`src/rtl/eq_coef_loader_if.sv`:
```
// Byte-stream and coefficient-write bundle between a host byte source, the
// coefficient loader and the equalizer's coefficient port.
interface eq_coef_loader_if;
  logic [7:0]  i_byte;
  logic        i_byte_valid;
  logic        o_byte_ready;
  logic        i_eq_idle;
  logic        o_set_coef;
  logic [2:0]  o_set_filt;
  logic [31:0] o_b0;
  logic [31:0] o_b1;
  logic [31:0] o_b2;
  logic [31:0] o_a1;
  logic [31:0] o_a2;
  logic        o_done;
  logic        o_err;

  // Host/equalizer side: supplies bytes and the idle flag, observes the writes.
  modport master (
    output i_byte, i_byte_valid, i_eq_idle,
    input  o_byte_ready, o_set_coef, o_set_filt,
    input  o_b0, o_b1, o_b2, o_a1, o_a2, o_done, o_err
  );

  modport slave (
    input  i_byte, i_byte_valid, i_eq_idle,
    output o_byte_ready, o_set_coef, o_set_filt,
    output o_b0, o_b1, o_b2, o_a1, o_a2, o_done, o_err
  );
endinterface

```
`src/rtl/eq_coef_loader.sv`:
```
// Parses framed byte streams into one biquad coefficient set and writes it to
// the equalizer with a single strobe, only while the equalizer is idle.
module eq_coef_loader #(
  parameter int TIMEOUT = 1024
) (
  input  logic            i_clk,
  input  logic            i_rst,
  eq_coef_loader_if.slave bus
);

  localparam int              GAP_W     = (TIMEOUT > 2) ? $clog2(TIMEOUT) : 1;
  localparam logic [GAP_W-1:0] GAP_MAX  = GAP_W'(TIMEOUT - 1);
  localparam logic [7:0]      SYNC_BYTE = 8'hA5;
  localparam logic [4:0]      LAST_DATA = 5'd19;

  typedef enum logic [2:0] {
    S_SYNC,
    S_IDX,
    S_DATA,
    S_CSUM,
    S_WAIT,
    S_APPLY
  } state_t;

  state_t           state;
  state_t           state_next;
  logic [159:0]     staging;
  logic [7:0]       xor_acc;
  logic [4:0]       byte_cnt;
  logic [GAP_W-1:0] gap_cnt;
  logic [2:0]       filt;
  logic             err_q;
  logic             err_next;

  logic byte_ready;
  logic xfer;
  logic counting;
  logic gap_expired;
  logic idx_ok;

  // Ready depends on state alone so upstream never sees a valid->ready path.
  assign byte_ready  = (state != S_WAIT) && (state != S_APPLY);
  assign xfer        = bus.i_byte_valid && byte_ready;
  assign counting    = (state == S_IDX) || (state == S_DATA) || (state == S_CSUM);
  assign gap_expired = counting && !xfer && (gap_cnt == GAP_MAX);
  assign idx_ok      = (bus.i_byte >= 8'd1) && (bus.i_byte <= 8'd5);

  always_ff @(posedge i_clk or posedge i_rst) begin
    if (i_rst) begin
      state <= S_SYNC;
    end else begin
      state <= state_next;
    end
  end

  always_comb begin
    state_next = state;
    err_next   = 1'b0;
    case (state)
      S_SYNC: begin
        if (xfer && (bus.i_byte == SYNC_BYTE)) begin
          state_next = S_IDX;
        end
      end
      S_IDX: begin
        if (xfer) begin
          if (idx_ok) begin
            state_next = S_DATA;
          end else begin
            state_next = S_SYNC;
            err_next   = 1'b1;
          end
        end else if (gap_expired) begin
          state_next = S_SYNC;
          err_next   = 1'b1;
        end
      end
      S_DATA: begin
        if (xfer) begin
          if (byte_cnt == LAST_DATA) begin
            state_next = S_CSUM;
          end
        end else if (gap_expired) begin
          state_next = S_SYNC;
          err_next   = 1'b1;
        end
      end
      S_CSUM: begin
        if (xfer) begin
          if (bus.i_byte == xor_acc) begin
            state_next = S_WAIT;
          end else begin
            state_next = S_SYNC;
            err_next   = 1'b1;
          end
        end else if (gap_expired) begin
          state_next = S_SYNC;
          err_next   = 1'b1;
        end
      end
      S_WAIT: begin
        if (bus.i_eq_idle) begin
          state_next = S_APPLY;
        end
      end
      S_APPLY: begin
        state_next = S_SYNC;
      end
      default: begin
        state_next = S_SYNC;
      end
    endcase
  end

  // Staging, checksum and gap counting; the staging register only moves in DATA,
  // so the coefficient outputs stay frozen through WAIT and APPLY.
  always_ff @(posedge i_clk or posedge i_rst) begin
    if (i_rst) begin
      staging  <= '0;
      xor_acc  <= '0;
      byte_cnt <= '0;
      gap_cnt  <= '0;
      filt     <= '0;
      err_q    <= 1'b0;
    end else begin
      err_q <= err_next;

      if ((state == S_IDX) && xfer && idx_ok) begin
        filt     <= bus.i_byte[2:0];
        xor_acc  <= bus.i_byte;
        byte_cnt <= '0;
      end

      if ((state == S_DATA) && xfer) begin
        staging  <= {staging[151:0], bus.i_byte};
        xor_acc  <= xor_acc ^ bus.i_byte;
        byte_cnt <= byte_cnt + 5'd1;
      end

      if (!counting || xfer || gap_expired) begin
        gap_cnt <= '0;
      end else begin
        gap_cnt <= gap_cnt + GAP_W'(1);
      end
    end
  end

  assign bus.o_byte_ready = byte_ready;
  assign bus.o_set_coef   = (state == S_APPLY);
  assign bus.o_done       = (state == S_APPLY);
  assign bus.o_err        = err_q;
  assign bus.o_set_filt   = filt;
  assign bus.o_b0         = staging[159:128];
  assign bus.o_b1         = staging[127:96];
  assign bus.o_b2         = staging[95:64];
  assign bus.o_a1         = staging[63:32];
  assign bus.o_a2         = staging[31:0];

endmodule

```
`src/flat_wrapper.sv`:
```
// flat-port wrapper written by rule: the top's interface ports become plain ports
module eq_coef_loader_flat 
#(
  parameter int TIMEOUT = 1024
)
  (i_clk, i_rst, bus_i_byte, bus_i_byte_valid, bus_i_eq_idle, bus_o_byte_ready, bus_o_set_coef, bus_o_set_filt, bus_o_b0, bus_o_b1, bus_o_b2, bus_o_a1, bus_o_a2, bus_o_done, bus_o_err);
  eq_coef_loader_if bus_i ();
  input  logic i_clk;
  input  logic i_rst;
  input wire logic [$bits(bus_i.i_byte)-1:0] bus_i_byte;
  input wire logic [$bits(bus_i.i_byte_valid)-1:0] bus_i_byte_valid;
  input wire logic [$bits(bus_i.i_eq_idle)-1:0] bus_i_eq_idle;
  output wire logic [$bits(bus_i.o_byte_ready)-1:0] bus_o_byte_ready;
  output wire logic [$bits(bus_i.o_set_coef)-1:0] bus_o_set_coef;
  output wire logic [$bits(bus_i.o_set_filt)-1:0] bus_o_set_filt;
  output wire logic [$bits(bus_i.o_b0)-1:0] bus_o_b0;
  output wire logic [$bits(bus_i.o_b1)-1:0] bus_o_b1;
  output wire logic [$bits(bus_i.o_b2)-1:0] bus_o_b2;
  output wire logic [$bits(bus_i.o_a1)-1:0] bus_o_a1;
  output wire logic [$bits(bus_i.o_a2)-1:0] bus_o_a2;
  output wire logic [$bits(bus_i.o_done)-1:0] bus_o_done;
  output wire logic [$bits(bus_i.o_err)-1:0] bus_o_err;
  assign bus_i.i_byte = bus_i_byte;
  assign bus_i.i_byte_valid = bus_i_byte_valid;
  assign bus_i.i_eq_idle = bus_i_eq_idle;
  assign bus_o_byte_ready = bus_i.o_byte_ready;
  assign bus_o_set_coef = bus_i.o_set_coef;
  assign bus_o_set_filt = bus_i.o_set_filt;
  assign bus_o_b0 = bus_i.o_b0;
  assign bus_o_b1 = bus_i.o_b1;
  assign bus_o_b2 = bus_i.o_b2;
  assign bus_o_a1 = bus_i.o_a1;
  assign bus_o_a2 = bus_i.o_a2;
  assign bus_o_done = bus_i.o_done;
  assign bus_o_err = bus_i.o_err;
  eq_coef_loader #(.TIMEOUT(TIMEOUT)) u_core (.i_clk(i_clk), .i_rst(i_rst), .bus(bus_i));
endmodule
```
`config.mk`:
```
export PLATFORM = sky130hd
export DESIGN_NAME = eq_coef_loader_flat
export DESIGN_NICKNAME = d
export VERILOG_FILES = /design/src/rtl/eq_coef_loader_if.sv /design/src/rtl/eq_coef_loader.sv /design/src/flat_wrapper.sv
export SDC_FILE = /design/constraint.sdc
export NUM_CORES = 1
export LEC_CHECK = 0
export ABC_AREA = 1
export CORE_ASPECT_RATIO = 0.5
export CORE_MARGIN = 1.5
export CORE_UTILIZATION = 43
export DETAILED_ROUTE_END_ITERATION = 6
export PLACE_DENSITY_LB_ADDON = 0.08
export SETUP_SLACK_MARGIN = 0.3
export SLEW_MARGIN = 10
export SYNTH_ARGS = -nofsm -noshare
export SYNTH_HDL_FRONTEND = slang
export SYNTH_SLANG_ARGS = --single-unit
```
`constraint.sdc`:
```
create_clock -name i_clk -period 7.7 [get_ports i_clk]
set_input_delay 1.54 -clock i_clk [delete_from_list [all_inputs] [get_ports i_clk]]
set_output_delay 1.54 -clock i_clk [all_outputs]
set_load 0.01 [all_outputs]
```
==> impl_metrics.env, run 1 <==
export IMPL_synth_nets=901
export IMPL_max_vdd_ir_drop_v=0.000179
export IMPL_p_per_area_mw_per_mm2=206
export IMPL_cts_buffers=17
export IMPL_clockRootBuffer="clkbuf_16"
export IMPL_grt_setup_unrepaired="false"
export IMPL_arrival_ps=4150
export IMPL_worst_clock_skew_ps=11.3
export IMPL_layout_common_cells="494 x nand2_1, 190 x dfrtp_1, 178 x clkdlybuf4s50_1, 44 x inv_1, 39 x o21ai_0"
export IMPL_area_delta_synth_final_pct=30.5
export IMPL_holdCritPathClass="reg -> reg"
export IMPL_fin_cells=1297
export IMPL_antenna_cells=0
export IMPL_die_y_um=97.8
export IMPL_yosysWarnings=0
export IMPL_finalSetupViolCount=0
export IMPL_crit_fanout=79
export IMPL_layout_commonest_cell="nand2_1"
export IMPL_firstDrtPassIters=5
export IMPL_overflow=0
export IMPL_fin_area_mm2=0.0101
export IMPL_ant_nets=0
export IMPL_yosysUniqueCellTypes=24
export IMPL_power_mw=2.08
export IMPL_status="finished clean"
export IMPL_grt_use_total_pct=20.8
export IMPL_wire_per_inst_um=14.5
export IMPL_tightest_slew_ps=908
export IMPL_synth_top_area_share_pct=61.5
export IMPL_postCtsHoldBufs=0
export IMPL_worst_ep_required_time_ps=7970
export IMPL_dp_slack_ps=3390
export IMPL_slew_limit_headroom_pct=39.5
export IMPL_drt_iter0_drc=430
export IMPL_io_pins=179
export IMPL_synth_cells=887
export IMPL_fp_dieArea_mm2=0.0188
export IMPL_ys_seq_area_share_pct=61.5
export IMPL_clock_sinks=190
export IMPL_p_leak_nw=5.22
export IMPL_clkLatencyLatePin_ps=430
export IMPL_htreeDepth=4
export IMPL_initial_core_util_pct=44.2
export IMPL_antenna_found_initial=0
export IMPL_final_util_pct=57.7
export IMPL_synth_top_cell_by_area="dfrtp_1"
export IMPL_rows=34
export IMPL_hold_violations=0
export IMPL_clockBufferDepth=2
export IMPL_whs_ps=482
export IMPL_worstSetupStartpointType="input port"
export IMPL_place_inst=1265
export IMPL_setup_ws_ps=3820
export IMPL_die_w_um=193
export IMPL_gp_congestion=0.870
export IMPL_layout_nets=1064
export IMPL_synth_cell_area_mm2=0.00773
export IMPL_cts_tree="yes"
export IMPL_fin_crit_ps=3880
export IMPL_vias_per_cell=4.68
export IMPL_critPathKind="in -> reg"
export IMPL_core_area_mm2=0.0175
export IMPL_port_buffers=178
export IMPL_finalWirelength_um=18800
export IMPL_cts_repair_resized=0
export IMPL_tns_ps=0
export IMPL_postCtsSetupRepairBufs=0
export IMPL_num_vias=6072
export IMPL_yosys_top_cells_area="dfrtp_1 62%, nand2_1 24%, o21ai_0 2.5%, buf_6 2.2%, inv_1 2.2%"
export IMPL_syn_area_per_cell_um2=8.71
export IMPL_placed_area_mm2=0.00952
export IMPL_drc_errors=0
export IMPL_post_dp_hpwl_um=12700
export IMPL_period_share_pct=50.3
export IMPL_drive_gt1_share_pct=4.14
export IMPL_clk_pin_slew_ps=80
export IMPL_slew_viol_final=0
export IMPL_ys_seq_elements=190
export IMPL_grt_pass1_wl_um=30600
export IMPL_cp_end_kind="flip-flop"
export IMPL_grt_pass1_vias=5695
export IMPL_clock_fmax_ghz=0.258
export IMPL_grt_start_max_net_pins=120
export IMPL_max_cap_violations=0
==> report_power, final <==
group	leakage (nW)	switching, mW	total, mW	internal [mW]
clock	0.273	0.408	0.842	0.434
sequential	2.57	0.0301	1.07	1.04
combinational	2.37	0.0958	0.165	0.0690
==> per-layer routing <==
layer  vias up  part of all wire (%)  track usage, %
met5         -                     0               0
met2       128                    47            32.0
met3        11                   3.8            3.56
li1       3055                     -               -
met4         0                  0.83            6.44
met1      2878                    49            30.3
==> registers in the layout, indices dropped and copies added (netlist names) <==
name	flops
u_core.bus.o_err	1
u_core.bus.o_set_filt	3
u_core.byte_cnt	5
u_core.gap_cnt	10
u_core.staging	160
u_core.state	3
u_core.xor_acc	8
==> synth_stat cells <==
master / number
nor3_2: 1
dfrtp_1: 190
and2_1: 1
a21oi_1: 7
nand2_2: 1
nor2_1: 27
nand3_1: 13
xnor2_1: 1
xor2_1: 2
clkbuf_1: 2
inv_2: 2
ha_1: 2
buf_4: 17
o21ai_0: 39
nor3_1: 7
buf_6: 15
o21ai_1: 2
buf_2: 5
inv_1: 45
nor3b_1: 1
nand2_1: 494
nand4_1: 6
o22ai_1: 5
nor2_4: 2
==> worst paths after layout <==
kind                                           from                  end  slack [ps]  cells past startpoint
worst max-delay path               bus_i_byte_valid  u_core.staging[143]        3820                      6
worst min-delay path            u_core.staging[159]  u_core.staging[159]         480                      2
worst max register to register      u_core.state[2]  u_core.staging[143]        4920                      6
worst min register to register  u_core.staging[159]  u_core.staging[159]         480                      2
max in group asynchronous                     i_rst   u_core.staging[46]        4540                      3
min in group asynchronous                     i_rst   u_core.staging[98]        1680                      2
==> worst max-delay path: stages <==
cell,delay [ps]
clkdlybuf4s50_1,580
inv_1,110
nor2_4,310
buf_4,620
buf_4,750
o21ai_0,170
==> cell type report <==
type,instances,area (µm²)
inverters,47,186
fillers,1538,7400
flip-flops and latches,190,4750
clock inverters,14,123
repair buffers,183,1820
well taps,234,293
clock buffers,18,439
multi-input cells,611,2470
==> kinds of logic (layout without fill, tap and decap cells) <==
group | count (synthesis) | in the layout | share of synthesized area (%)
compound gates | 53 | 53 | 3.51
flops | 190 | 190 | 61.5
simple gates | 553 | 553 | 27.8
buf+inv | 86 | 262 | 6.54
xor+xnor | 3 | 3 | 0.340
fa+ha+maj | 2 | 2 | 0.324
(Power assumes the default switching activity.)
==> run 2, diff against run 1 <==
clock period = 3.2 ns   (was 7.7 ns; I/O delays follow)
==> run 2 against run 1 <==
Compared with the run above: routed wire length shrank 2.2%; global-route usage shrank 0.48 points; die area is the same; cell count is essentially flat; setup slack lost 3200 ps; via count grew 0.59%; clock power grew 130%; utilization grew 0.12 points; largest power group unchanged.
==> impl_metrics.env, run 2 (synthesis gave the netlist of run 1 again) <==
export IMPL_fp_dieArea_mm2=0.0188
export IMPL_die_y_um=97.8
export IMPL_arrival_ps=1900
export IMPL_postCtsHoldBufs=0
export IMPL_clockBufferDepth=2
export IMPL_finalWirelength_um=18400
export IMPL_layout_common_cells="494 x nand2_1, 190 x dfrtp_1, 178 x clkdlybuf4s50_1, 44 x inv_1, 39 x o21ai_0"
export IMPL_vias_per_cell=4.71
export IMPL_swShare_pct=25.2
export IMPL_core_area_mm2=0.0175
export IMPL_slowest_delay_ps=470
export IMPL_htreeDepth=4
export IMPL_slew_viol_final=0
export IMPL_p_switching_mw=1.24
export IMPL_holdCritPathClass="reg -> reg"
export IMPL_rows=34
export IMPL_grt_use_total_pct=20.4
export IMPL_worst_clock_skew_ps=9.53
export IMPL_slew_limit_headroom_pct=51.4
export IMPL_p_leak_nw=5.21
export IMPL_grt_setup_unrepaired="false"
export IMPL_overflow=0
export IMPL_p_per_area_mw_per_mm2=486
export IMPL_firstDrtPassIters=5
export IMPL_largest_registers="u_core.staging: 160 flops, u_core.gap_cnt: 10 flops, u_core.xor_acc: 8 flops"
export IMPL_io_pins=179
export IMPL_placed_area_mm2=0.00958
export IMPL_grt_pass1_wl_um=30100
export IMPL_whs_ps=481
export IMPL_met1_length_um=8940
export IMPL_crit_top_cell="nand2_1"
export IMPL_ant_nets=0
export IMPL_hold_violations=0
export IMPL_crit_fanout=6
export IMPL_tightest_slew_ps=729
export IMPL_period_share_pct=79.4
export IMPL_grt_start_max_net_pins=158
export IMPL_critical_path_cell_chain="nor2_1 > nand2_1 > nand2_1 > inv_1 > clkdlybuf4s50_1"
export IMPL_grt_pass1_vias=5632
export IMPL_worst_ep_required_time_ps=2560
export IMPL_clkPwrFrac_pct=39.4
export IMPL_antenna_cells=0
export IMPL_max_vdd_ir_drop_v=0.000416
export IMPL_top_layer_used="met4"
export IMPL_route_met2_wl_um=8380
export IMPL_wl_met3_um=824
export IMPL_num_vias=6108
export IMPL_fin_crit_ps=2540
export IMPL_largest_reg_flops=160
export IMPL_max_cap_violations=0
export IMPL_critPathKind="reg -> out"
export IMPL_clockRootBuffer="clkbuf_16"
export IMPL_antenna_found_initial=0
export IMPL_power_frac_comb_pct=8.2
export IMPL_cp_end_kind="primary output"
export IMPL_port_buffers=178
export IMPL_postCtsSetupRepairBufs=0
export IMPL_finalSetupViolCount=0
export IMPL_intPower_mw=3.68
export IMPL_drt_iter0_drc=477
export IMPL_post_dp_hpwl_um=12100
export IMPL_fin_area_mm2=0.0101
export IMPL_layout_nets=1066
export IMPL_tns_ps=0
export IMPL_cts_tree="yes"
export IMPL_gp_congestion=0.917
export IMPL_clock_fmax_ghz=0.394
export IMPL_clock_sinks=190
export IMPL_layout_commonest_cell="nand2_1"
export IMPL_cts_buffers=17
export IMPL_status="finished clean"
export IMPL_wire_per_inst_um=14.1
export IMPL_worstSetupStartpointType="flip-flop"
export IMPL_drc_errors=0
export IMPL_area_delta_synth_final_pct=30.7
export IMPL_die_w_um=193
export IMPL_clk_pin_slew_ps=70
export IMPL_pwr_share_seq_pct=52.4
export IMPL_clkLatencyLatePin_ps=430
export IMPL_cts_repair_resized=0
export IMPL_drive_gt1_share_pct=3.95
export IMPL_critPathSlowestCell="clkdlybuf4s50_1"
export IMPL_regMostFlops="u_core.staging"
export IMPL_initial_core_util_pct=44.2
-- run 2: worst max-delay path, delay by kind of cell (launching register included) --
| kind | cells | cell delay (ps) |
|---|---|---|
| simple gates | 3 | 530 |
| buf+inv | 2 | 510 |
| flops | 1 | 450 |
-- run 2: power groups by stage --
stage | sequential [mW] | combinational [mW] | clock (mW)
after floorplan | 2.62 | 0.211 | 0
after global placement | 2.61 | 0.396 | 0
after detailed placement | 2.62 | 0.406 | 0
after CTS | 2.57 | 0.409 | 1.99
after global routing | 2.59 | 0.454 | 2.09
final | 2.57 | 0.403 | 1.93
-- run 2: final timing paths --
| path | from | endpoint | slack, ps | cells past startpoint |
|---|---|---|---|---|
| max in group asynchronous | i_rst | u_core.byte_cnt[1] | 1810 | 3 |
| max | u_core.state[0] | bus_o_byte_ready | 660 | 5 |
| min in group asynchronous | i_rst | u_core.staging[140] | 620 | 2 |
| min reg2reg | u_core.staging[159] | u_core.staging[159] | 480 | 2 |
| max reg2reg | u_core.state[1] | u_core.byte_cnt[3] | 1210 | 9 |
| min | u_core.staging[159] | u_core.staging[159] | 480 | 2 |
-- run 2: metal layers --
metal  vias to the layer above  track usage [%]
met5                         -                0
met3                        17             3.81
met1                      2896             30.3
li1                       3051                -
met2                       144             30.1
met4                         0             6.38
-- run 2: area by class of cell --
class | count | area, µm²
repair buffers | 185 | 1880
clock buffers | 20 | 437
inverters | 47 | 183
flip-flops and latches | 190 | 4750
well taps | 234 | 293
fillers | 1630 | 7380
multi-input cells | 611 | 2470
clock inverters | 11 | 85.1
-- run 2: metrics by stage --
stage                     instances  power [mW]  worst slack [ps]  util [%]
after global routing           1298        5.13               538      57.8
after detailed placement       1267        3.02               674      54.8
after global placement         1267        3.01               649      54.8
after floorplan                 887        2.84               112         -
after CTS                      1298        4.97               639      57.8
final                          1298        4.91               660      57.8
